[src/rtl/qinst_timing_queue.sv]
// qinst_timing_queue: circular FIFO of {inst, delta} feeding a timed issue FSM (IDLE/WAIT/ISSUE).
// Define QTQ_ISSUE_STATS_EN to build the issued_cnt statistics counter; otherwise issued_cnt reads 0.
module qinst_timing_queue #(
  parameter int DEPTH = 8,
  parameter int TW = 16
) (
  input  logic clk,
  input  logic rst_n,
  input  logic enq_valid,
  output logic enq_ready,
  input  logic [63:0] enq_inst,
  input  logic [TW-1:0] enq_delta,
  input  logic run,
  input  logic flush,
  output logic issue_valid,
  output logic [63:0] issue_inst,
  input  logic issue_ack,
  output logic [$clog2(DEPTH):0] level,
  output logic busy,
  output logic ovf_err,
  output logic late_err,
  input  logic err_clr,
  output logic [31:0] issued_cnt
);
  localparam int AW = $clog2(DEPTH);
  localparam int LW = AW + 1;
  typedef enum logic [1:0] {IDLE, WAIT, ISSUE} state_t;
  state_t state;
  logic [63:0] inst_mem [DEPTH];
  logic [TW-1:0] delta_mem [DEPTH];
  logic [AW-1:0] wr_ptr, rd_ptr;
  logic [TW-1:0] cnt, head_delta;
  logic [63:0] hold;
  logic push, pop;
  assign issue_valid = state == ISSUE;
  assign issue_inst = issue_valid ? hold : '0;
  assign enq_ready = level != LW'(DEPTH);
  assign busy = state != IDLE || level != '0;
  assign head_delta = delta_mem[rd_ptr];
  // level is registered, so a freshly written entry only becomes poppable next cycle
  assign push = rst_n && !flush && enq_valid && enq_ready;
  assign pop = rst_n && !flush && run && level != '0 && (state == IDLE || (issue_valid && issue_ack));
  always_ff @(posedge clk)
    if (push) begin
      inst_mem[wr_ptr] <= enq_inst;
      delta_mem[wr_ptr] <= enq_delta;
    end
  always_ff @(posedge clk)
    if (!rst_n || flush) begin
      state <= IDLE;
      wr_ptr <= '0;
      rd_ptr <= '0;
      level <= '0;
      cnt <= '0;
      hold <= '0;
    end else begin
      if (push) wr_ptr <= wr_ptr + AW'(1);
      if (pop) begin
        rd_ptr <= rd_ptr + AW'(1);
        hold <= inst_mem[rd_ptr];
        cnt <= head_delta;
        state <= head_delta == '0 ? ISSUE : WAIT;
      end else if (state == WAIT && run) begin
        cnt <= cnt - TW'(1);
        if (cnt == TW'(1)) state <= ISSUE;
      end else if (issue_valid && issue_ack) begin
        state <= IDLE;
      end
      level <= level + LW'(push) - LW'(pop);
    end
  always_ff @(posedge clk)
    if (!rst_n) begin
      ovf_err <= 1'b0;
      late_err <= 1'b0;
    end else begin
      ovf_err <= (enq_valid && !enq_ready) || (ovf_err && !err_clr);
      late_err <= (issue_valid && !issue_ack) || (late_err && !err_clr);
    end
`ifdef QTQ_ISSUE_STATS_EN
  always_ff @(posedge clk)
    if (!rst_n || flush) issued_cnt <= '0;
    else if (issue_valid && issue_ack) issued_cnt <= issued_cnt + 32'd1;
`else
  assign issued_cnt = '0;
`endif
endmodule

[config.mk]
export PLATFORM = sky130hd
export DESIGN_NAME = qinst_timing_queue
export DESIGN_NICKNAME = d
export VERILOG_FILES = /design/src/rtl/qinst_timing_queue.sv
export SDC_FILE = /design/constraint.sdc
export NUM_CORES = 1
export LEC_CHECK = 0
export ABC_AREA = 1
export BUFFER_PORTS_ARGS = -buffer_cell sky130_fd_sc_hd__buf_4
export CORE_MARGIN = 2
export CORE_UTILIZATION = 61
export DETAILED_ROUTE_END_ITERATION = 10
export PLACE_DENSITY = 0.77
export SETUP_SLACK_MARGIN = 0.1
export SLEW_MARGIN = 0
export SYNTH_ARGS = -nofsm -noshare
export SYNTH_HDL_FRONTEND = slang
export SYNTH_SLANG_ARGS = --single-unit
[constraint.sdc]
create_clock -name clk -period 12.2 [get_ports clk]
set_input_delay 3.05 -clock clk [delete_from_list [all_inputs] [get_ports clk]]
set_output_delay 3.05 -clock clk [all_outputs]
set_load 0.01 [all_outputs]
==> impl_metrics.json <==
{
  "status": "complete, no violations",
  "slowest_stage": "buf_4",
  "stdcell_count": 3266,
  "clockBufferDepth": 3,
  "synth_area_leaders": "edfxtp_1 65%, dfxtp_1 6.6%, o21ai_0 6.2%",
  "crit_type": "input port to flip-flop",
  "insertion_delay_ps": 610,
  "first_global_vias": 19000,
  "synth-seq-cells": 737,
  "cts.clk_slew.worst_paths_ps": 60,
  "root_buffer": "clkbuf_16",
  "max_cap_violations": 0,
  "cts_tree": "built",
  "avgRoutedWirePerCell_um": 20.5,
  "fp-row-count": 80,
  "start_util_pct": 61.7,
  "dpl.cell_count": 3130,
  "routed_via_density": 5.95,
  "gp_congestion": 0.845,
  "ys.flop_type": "edfxtp_1",
  "nNetsFinal": 2688,
  "clock-sinks": 737,
  "grt_overflow": 0,
  "mappedNetlistArea_um2": 29400,
  "grt_antenna_before_repair": 4,
  "pre_cts_slack_ps": 5050,
  "skew_ps": 18.8,
  "die_w_um": 223,
  "die_h_um": 223,
  "grt_max_degree": 146,
  "synth_top_area_share_pct": 65.4,
  "hold_class": "flip-flop to flip-flop",
  "synth_edf_count": 640,
  "period_minus_slack_ps": 6640,
  "r2r_slack_ps": 8380,
  "crit_chain": "buf_4 -> nor2_4 -> buf_4 -> inv_2 -> nor2_1 -> inv_1 -> nor2_1 -> inv_1 -> nor2_4 -> buf_4",
  "hpwl_um": 35000,
  "syn2layout_area_growth_pct": 12.6,
  "critical_path.most_common_cell": "buf_4",
  "cp_slowest_stage_delay_ps": 910,
  "synthArstFlopShare_pct": 0,
  "clock.fmax_ghz": 0.151,
  "synth-seq-area-share_pct": 72.0,
  "fillerInstances": 3253,
  "setup_viol": 0,
  "grt_usage_pct": 26.9,
  "final-hold-violation-count": 0,
  "drive_above_1_share_pct": 11.7,
  "placed_area_um2": 30800,
  "cts-buffers-inserted": 73,
  "arrival_ps": 6860,
  "worstSetupEndpointType": "flip-flop",
  "slew-limit-headroom_pct": 20.7,
  "power.leakage_nw": 11.7,
  "start_kind": "input port",
  "vdd_drop_max_uv": 85.9,
  "fin_setup_tns_ps": 0,
  "crit_fanout": 76,
  "worst_slack_ps": 5560,
  "grt_pass1_wl_um": 104000,
  "rsz0062_at_grt": "false",
  "io_pins": 192,
  "slew_violations": 0,
  "fin_util_pct": 69.5,
  "hold_buffers": 0,
  "crit_required_ps": 12420,
  "holdWs_ps": 463,
  "first_iter_violations": 2210,
  "post_cts_buffers": 0,
  "ys_top_cells_by_count": "640 x edfxtp_1, 379 x nor2_1, 361 x o21ai_0, 290 x nand2_1, 183 x inv_1",
  "yosys.area.top_type": "edfxtp_1",
  "power_density_nw_per_um2": 152,
  "die-area_um2": 49900,
  "place.port_buffers": 159,
  "cts_resized": 0,
  "yosys.cell_types.count": 37,
  "dr.pass1.iters": 8,
  "post-route-period-util_pct": 54.4,
  "htree_levels": 3,
  "postSynthCellCount": 2489,
  "design_area_um2": 33100,
  "drtAntennaViolNets": 0,
  "worst_pin_slew_ps": 1190,
  "power.total_mw": 5.03,
  "drc": 0,
  "syn_area_per_cell_um2": 11.8,
  "synth.most_common_cell": "edfxtp_1",
  "yosysWarnings": 0,
  "totalWireLength_um": 67000,
  "vias": 19400,
  "core_um2": 47600
}
==> cell usage in the layout, fill, tap and decap left out, types with 3 or more instances in the layout <==
cell / instances
xor2_1: 5
clkinvlp_4: 3
inv_1: 180
edfxtp_1: 640
clkbuf_1: 20
dfxtp_4: 3
clkbuf_16: 76
bufinv_16: 3
nand2_1: 290
ha_1: 10
conb_1: 32
clkbuf_8: 9
nor2_4: 9
a21oi_1: 81
buf_4: 181
nor2_1: 371
nand3_1: 44
clkinv_2: 12
inv_2: 4
o21ai_1: 48
clkinv_1: 10
o221ai_1: 65
o22ai_1: 65
dfxtp_1: 93
nor3_1: 4
o21ai_0: 361
nand4_1: 4
a211oi_1: 3
==> layout make-up <==
type                       instances  area [µm²]  share of cell area (%)
multi-input combinational       1410        6740                    20.4
sequential                       737       21200                    64.0
antenna                            2        5.00                  0.0151
clock buffer                     105        2100                    6.35
tap                              615         769                    2.33
timing repair buffer             181        1360                    4.11
clock inverter                    29         230                   0.696
inverter                         187         711                    2.15
==> final timing paths <==
check | start | cells after the start | end
max | flush | 10 | inst_mem[5][31]
min | ovf_err | 2 | ovf_err
min reg2reg | ovf_err | 2 | ovf_err
max reg2reg | level[2] | 10 | inst_mem[5][31]
==> state kept, by name, indices dropped and copies added, names as in the netlist, named ones only <==
register / cells
inst_mem: 512
delta_mem: 128
hold: 64
cnt: 16
level: 4
rd_ptr: 3
wr_ptr: 3
state: 2
late_err: 1
ovf_err: 1
==> power by group <==
group / switching [mW] / internal [mW] / leakage [nW]
clock: 0.912 / 1.26 / 1.14
sequential: 0.00406 / 2.75 / 6.55
combinational: 0.0722 / 0.0323 / 4.04
total: 0.988 / 4.04 / 11.7
==> cell families (layout without fill, tap and decap cells) <==
logic type | count (synthesis) | count (layout) | share of synthesized area (%)
other | 1 | 34 | 0.0128
buffers and inverters | 373 | 502 | 5.61
xor gates and xnor gates | 7 | 7 | 0.209
DFF | 737 | 737 | 72.0
adders and majority gates | 11 | 11 | 0.494
and+or+nand+nor | 728 | 728 | 9.65
AOI/OAI and AO/OA | 632 | 632 | 12.0
==> worst max-delay path: cells and delay by family <==
kind,cells,cell delay [ps]
buffers and inverters,6,2430
AND/OR/NAND/NOR,4,1320
==> metal layers <==
metal,part of all wire [%],vias to the layer above,track usage [%]
li1,-,8920,-
met1,40,9527,36.7
met2,50,878,44.1
met3,8.2,114,4.08
met4,2.3,4,10.4
met5,0.049,-,0
(Power assumes the default switching activity.)
